`src/rtl/imem_arbiter.sv`:
```
// imem_arbiter: shares one synchronous-read instruction memory port between
// the fetch stage and the program loader. After reset only the loader is
// served (BOOT) until ld_done; then both are arbitrated with loader priority
// and a starvation guard that forces a fetch grant after MAX_STALL loader
// grants while fetch waits (RUN).
// Optional feature macro: IMEM_WRITE_PROTECT_EN -- when defined, loader writes
// in RUN are granted but dropped, and ld_err pulses for that cycle.
module imem_arbiter #(
    parameter int ADDR_W    = 10,
    parameter int DATA_W    = 32,
    parameter int MAX_STALL = 4
) (
    input  logic              SYS_clk,
    input  logic              SYS_reset,
    input  logic              f_req,
    input  logic [ADDR_W-1:0] f_addr,
    output logic              f_gnt,
    output logic              f_rvalid,
    output logic [DATA_W-1:0] f_rdata,
    input  logic              ld_req,
    input  logic              ld_we,
    input  logic [ADDR_W-1:0] ld_addr,
    input  logic [DATA_W-1:0] ld_wdata,
    input  logic              ld_done,
    output logic              ld_gnt,
    output logic              ld_rvalid,
    output logic [DATA_W-1:0] ld_rdata,
    output logic              ld_err,
    output logic              mem_en,
    output logic              mem_we,
    output logic [ADDR_W-1:0] mem_addr,
    output logic [DATA_W-1:0] mem_wdata,
    input  logic [DATA_W-1:0] mem_rdata,
    output logic              booted
);

    localparam logic [3:0] STALL_LIMIT = 4'(MAX_STALL);

    typedef enum logic {
        BOOT = 1'b0,
        RUN  = 1'b1
    } state_t;

    state_t     state;
    state_t     state_nxt;
    logic [3:0] stall_cnt;
    logic [3:0] stall_nxt;
    logic       f_pend;
    logic       ld_pend;
    logic       wr_block;

    // Pick at most one grant per cycle and compute next state / stall count;
    // nothing is granted while reset is asserted
    always_comb begin
        state_nxt = state;
        stall_nxt = stall_cnt;
        f_gnt     = 1'b0;
        ld_gnt    = 1'b0;
        if (!SYS_reset) begin
            unique case (state)
                BOOT: begin
                    ld_gnt    = ld_req;
                    stall_nxt = '0;
                    if (ld_done) begin
                        state_nxt = RUN;
                    end
                end
                RUN: begin
                    if (f_req && ld_req) begin
                        if (stall_cnt >= STALL_LIMIT) begin
                            f_gnt = 1'b1;
                        end else begin
                            ld_gnt = 1'b1;
                        end
                    end else begin
                        f_gnt  = f_req;
                        ld_gnt = ld_req;
                    end
                    // Count only cycles where fetch asked and lost
                    if (f_req && !f_gnt) begin
                        stall_nxt = (stall_cnt >= STALL_LIMIT) ? STALL_LIMIT
                                                              : stall_cnt + 4'd1;
                    end else begin
                        stall_nxt = '0;
                    end
                end
                default: begin
                    state_nxt = BOOT;
                end
            endcase
        end
    end

    // Decide whether a granted loader write must be suppressed
    always_comb begin
        wr_block = 1'b0;
`ifdef IMEM_WRITE_PROTECT_EN
        wr_block = (state == RUN) && ld_gnt && ld_we;
`endif
    end

    // Drive the memory port from the winning requester in the grant cycle
    always_comb begin
        mem_en    = (f_gnt || ld_gnt) && !wr_block;
        mem_we    = ld_gnt && ld_we && !wr_block;
        mem_addr  = '0;
        if (f_gnt) begin
            mem_addr = f_addr;
        end else if (ld_gnt && !wr_block) begin
            mem_addr = ld_addr;
        end
        mem_wdata = mem_we ? ld_wdata : '0;
        ld_err    = wr_block;
    end

    // State, stall counter and owner of the read returning next cycle
    always_ff @(posedge SYS_clk) begin
        if (SYS_reset) begin
            state     <= BOOT;
            stall_cnt <= '0;
            f_pend    <= 1'b0;
            ld_pend   <= 1'b0;
        end else begin
            state     <= state_nxt;
            stall_cnt <= stall_nxt;
            f_pend    <= f_gnt;
            ld_pend   <= ld_gnt && !ld_we;
        end
    end

    // Route returning read data to its owner; data is zero when not valid
    always_comb begin
        f_rvalid  = f_pend;
        ld_rvalid = ld_pend;
        f_rdata   = f_pend  ? mem_rdata : '0;
        ld_rdata  = ld_pend ? mem_rdata : '0;
        booted    = (state == RUN);
    end

endmodule

```
`config.mk`:
```
export PLATFORM = sky130hd
export DESIGN_NAME = imem_arbiter
export DESIGN_NICKNAME = d
export VERILOG_FILES = /design/src/rtl/imem_arbiter.sv
export SDC_FILE = /design/constraint.sdc
export NUM_CORES = 1
export LEC_CHECK = 0
export CAP_MARGIN = 20
export CORE_AREA = 2 2 79 81
export CTS_BUF_LIST = sky130_fd_sc_hd__clkbuf_16
export DETAILED_ROUTE_END_ITERATION = 7
export DIE_AREA = 0 0 81 83
export GPL_TIMING_DRIVEN = 1
export PLACE_DENSITY = 0.76
export SLEW_MARGIN = 20
export SYNTH_ARGS = -nofsm -noshare
export SYNTH_HDL_FRONTEND = slang
export SYNTH_SLANG_ARGS = --single-unit
```
`constraint.sdc`:
```
create_clock -name SYS_clk -period 3.3 [get_ports SYS_clk]
set_input_delay 0.99 -clock SYS_clk [delete_from_list [all_inputs] [get_ports SYS_clk]]
set_output_delay 0.99 -clock SYS_clk [all_outputs]
set_load 0.02 [all_outputs]
```
; ---- After elaboration in Yosys (flattened, before gate mapping)
; Cells that the tools add are included.
; Widths: inputs -> output; s select.
[word_totals]
ff_bits = 7
output_inout_bits = 114
[op_classes]
add_sub_neg = 1
magnitude_cmp = 1
n_mux = 20
bitwise = 1
n_reduce_logical = 7
[ops]
columns = op, n
row1 = $mux 32, 3
row2 = $mux 10, 2
row3 = $mux 1, 11
row4 = $mux 4, 2
row5 = $pmux 4 s2, 1
row6 = $add 4x1->4 const B, 1
row7 = $ge 4x3->1 const B, 1
row8 = $logic_and 1x1->1, 4
row9 = $logic_not 1->1, 2
row10 = $pmux 1 s2, 1
row11 = $logic_or 1x1->1, 1
row12 = $not 1->1, 1

; ---- Logic depth before layout (Yosys ltp)
[logic_depth]
word_depth = 9
ltp_mapped = 4

; ---- Worst setup path before layout
; OpenSTA, ideal clock, no wires.
[synth_path]
path_type = input to output
start = input port SYS_reset
end = output port mem_wdata[24]
arrival_ns = 1.925
required_time_ns = 2.310
setup_slack_ns = 0.385
stages = 4
path_buffers = 1
path_cell_list = nand2b_1 > a31oi_4 > buf_6 > and3_1
[synth_via]
elab_chain_cells = 3
[synth_rtl]
columns = element, line_no
row1 = "start, declared", 14  ; input logic SYS_reset,
row2 = $mux 1, 59  ; if (!SYS_reset) begin
row3 = via ld_gnt, 25  ; output logic ld_gnt,
row4 = $logic_and 1x1->1, 105  ; mem_we = ld_gnt && ld_we && !wr_block;
row5 = $mux 32, 112  ; mem_wdata = mem_we ? ld_wdata : '0;
row6 = "end, declared", 32  ; output logic [DATA_W-1:0] mem_wdata,
; The timed path passes the listed nets, and every way through them passes these cells.

; ---- Worst setup path after layout
[layout_path]
start = input port ld_req
end = output port mem_en
[layout_via]
elab_chain_cells = 7
elab_cells_between_ends = 10
classes_between = mux: 8 / reduce/logical: 2
[layout_rtl]
columns = element, line_no
row1 = "start, declared", 20  ; input logic ld_req,
row2 = $logic_and 1x1->1, 69  ; if (f_req && ld_req) begin
row3 = $mux 1, 69
row4 = $mux 1, 60  ; unique case (state)
row5 = $mux 1, 59
row6 = $mux 1, 60
row7 = $mux 1, 59
row8 = $logic_or 1x1->1 *, 104  ; mem_en = (f_gnt || ld_gnt) && !wr_block;
row9 = "end, declared", 29  ; output logic mem_en,
; Mark *: on every way between the ends. The rest lies on a longest branch, timed or not. The select of a mux whose other input is x is not followed.

==> impl_metrics.env <==
export IMPL_die_x_um=81
export IMPL_io_buffers=202
export IMPL_path_buf_inv=5
export IMPL_synth_edf_count=0
export IMPL_synthMuxAreaShare_pct=0
export IMPL_p_leak_nw=1.54
export IMPL_clkTransAtPathRegs_ns=0.04
export IMPL_place_ws_ns=-0.493
export IMPL_hold_class="reg -> reg"
export IMPL_areaGrowthSynthToFinish_pct=215
export IMPL_worst_setup_path_type="in -> out"
export IMPL_initial_utilization_pct=18.3
export IMPL_gp_congestion=0.777
export IMPL_fill_cells=536
export IMPL_finClkSkew_ns=0.00286
export IMPL_synth_common_cells="and2_1 (67), and3_1 (32), a22o_2 (9), clkbuf_1 (9), dfxtp_1 (7)"
export IMPL_design_die_area_sq_mm=0.00672
export IMPL_async_reset_ff_share_pct=0
export IMPL_rows=28
export IMPL_finalHoldViolCount=0
export IMPL_clockBufferDepth=2
export IMPL_worstSkewPairLatency_ns=0.23
export IMPL_cts_tree="built"
export IMPL_synthTopCellsByArea="and2_1 (39%), and3_1 (19%), dfxtp_1 (13%)"
export IMPL_dp_hpwl_um=4670
export IMPL_pwr_density_cell_mw_per_mm2=183
export IMPL_grt_max_degree=34
export IMPL_path_max_fanout=11
export IMPL_synth_simple_area_share_pct=63.5
export IMPL_synth_adder_area_share_pct=1.18
export IMPL_root_buffer="clkbuf_16"
export IMPL_synth_top_cell_area_share_pct=39.5
export IMPL_end_kind="primary output"
export IMPL_setup_viol=0
export IMPL_io_pins=204
export IMPL_drv_slew=0
export IMPL_via_count=1833
export IMPL_dpl_cell_area_sq_mm=0.00319
export IMPL_synth_most_common_cell="and2_1"
export IMPL_synth_compound_area_share_pct=13.2
export IMPL_slowest_stage="or2_2"
export IMPL_arrival_ns=2.23
export IMPL_postLayoutCellArea_sq_mm=0.00334
export IMPL_critPathMaxStageDelay_ns=0.30
export IMPL_rsz0062_at_grt="false"
export IMPL_n_antenna_cell=0
export IMPL_cts_hold_buf=0
export IMPL_totalWireLength_um=5910
export IMPL_cts_sinks=7
export IMPL_ys_flop_type="dfxtp_1"
export IMPL_maxCapViolations=0
export IMPL_syn_area_per_cell_sq_um=7.28
export IMPL_drcViolationCount=0
export IMPL_crit_family="buffers and inverters"
export IMPL_antenna_found_initial=0
export IMPL_timing_critical_path_cells="dlygate4sd2_1 -> nand2b_4 -> a31oi_4 -> buf_6 -> buf_6 -> buf_16 -> or2_2 -> buf_6"
export IMPL_period_minus_slack_ns=3.22
export IMPL_drive_above_1_share_pct=24.0
export IMPL_core_area_sq_mm=0.00582
export IMPL_yosysTopAreaCell="and2_1"
export IMPL_syn_area_sq_mm=0.00106
export IMPL_status="finished clean"
export IMPL_cp_start_kind="primary input"
export IMPL_ir_worst_vdd_mv=0.190
export IMPL_grt_overflow_total=0
export IMPL_firstDrtPassIters=4
export IMPL_required_ns=2.31
export IMPL_synth_seq_area_share_pct=13.2
export IMPL_drt_iter0_markers=11
export IMPL_synth_top_family_by_area="simple AND/OR/NAND/NOR gates"
export IMPL_grt_pass1_wl_um=9090
export IMPL_ctsHtreeMaxLevel=1
export IMPL_grtUsageTotal_pct=17.0
export IMPL_ys_ff_latch=7
export IMPL_cp_common_cell="buf_6"
export IMPL_ant_nets=0
export IMPL_yosys_warnings=0
export IMPL_max_freq_mhz=311
export IMPL_wl_per_cell_um=13.7
export IMPL_first_global_vias=1837
export IMPL_finalCritPeriodShare_pct=97.4
export IMPL_cts_buffers=3
export IMPL_nets=450
export IMPL_synth_cell_type_count=22
export IMPL_setup_slack_ns=0.0844
export IMPL_syn_inst=146
export IMPL_viasPerCell=4.23
export IMPL_die_h_um=83
export IMPL_synth_xor_area_share_pct=0
-- routing by layer --
| layer | vias to the layer above | global-route usage, % | share of wire (%) |
|---|---|---|---|
| met5 | - | 0 | 0 |
| met2 | 136 | 32.7 | 53 |
| li1 | 914 | - | - |
| met4 | 0 | 4.47 | 1.5 |
| met3 | 8 | 6.09 | 13 |
| met1 | 775 | 16.5 | 33 |
-- sequential cells by signal (all words and copies together), names as in the netlist --
name and count:
booted 1, f_rvalid 1, ld_rvalid 1, stall_cnt 4
-- worst reg2reg max path, stage by stage, from the launching register on --
cell and delay [ns]:
dfxtp_1 0.30, or2_4 0.26, a31oi_4 0.18, buf_6 0.13, buf_6 0.12, buf_16 0.13
and2b_1 0.12
-- path summary, 6_finish.rpt --
| kind | startpoint | to | slack (ns) | cells after the start |
|---|---|---|---|---|
| setup / recovery | ld_req | mem_en | 0.08 | 8 |
| hold / removal | stall_cnt[0] | stall_cnt[0] | 0.44 | 1 |
| setup reg to reg | stall_cnt[3] | ld_rvalid | 2.01 | 6 |
| hold reg to reg | stall_cnt[0] | stall_cnt[0] | 0.44 | 1 |
-- cell type report --
class,count,area (sq um),area share [%]
clock buffer,3,75.1,2.24
multi-input combinational,125,862,25.8
clock inverter,1,3.75,0.112
tap,75,93.8,2.81
timing repair buffer,222,2170,64.9
sequential,7,140,4.19
-- kinds of logic (layout without fill, tap and decap cells) --
logic type,after synthesis,count (layout)
and+or+nand+nor,109,109
buffers and inverters,15,226
AOI/OAI and AO/OA,13,13
DFF,7,7
adders and majority gates,1,1
other,1,2
-- layout by cell type (no fill, tap or decap), types with 2 or more instances in the layout --
cell / Yosys / routed
conb_1: 1 / 2
clkdlybuf4s15_2: 0 / 5
dfxtp_1: 7 / 7
nor2_1: 3 / 3
and3_4: 0 / 4
buf_16: 0 / 3
buf_4: 1 / 21
clkdlybuf4s15_1: 0 / 2
clkbuf_16: 0 / 3
and2_1: 67 / 67
buf_6: 4 / 13
dlygate4sd2_1: 0 / 2
and3_1: 32 / 28
a22o_2: 9 / 9
buf_2: 1 / 21
clkdlybuf4s50_1: 0 / 153
-- power by group --
part	internal [mW]	switching, mW	total, mW	leakage, nW
sequential	0.0877	0.00195	0.0897	0.0573
combinational	0.200	0.124	0.324	1.44
clock	0.157	0.0419	0.199	0.0423
-- stage by stage --
step                utilization [%]  hold slack [ns]  instances  TNS [ns]  power (mW)
floorplan                         -            0.405        147         0       0.199
global placement               54.9            0.420        421    -19.39       0.394
detailed placement             54.9            0.424        421    -20.61       0.397
CTS                            56.5            0.445        433         0       0.614
global route                   57.5            0.466        433         0       0.646
finish                         57.5            0.439        433         0       0.613
-- timing repair --
action                                  CTS  global route
gates cloned                              4             0
resized for setup                       193            23
pin swaps                                 1             0
setup buffers                             4             0
endpoints found under the setup margin   46            14
No activity file was read; power rests on OpenSTA's default activity.
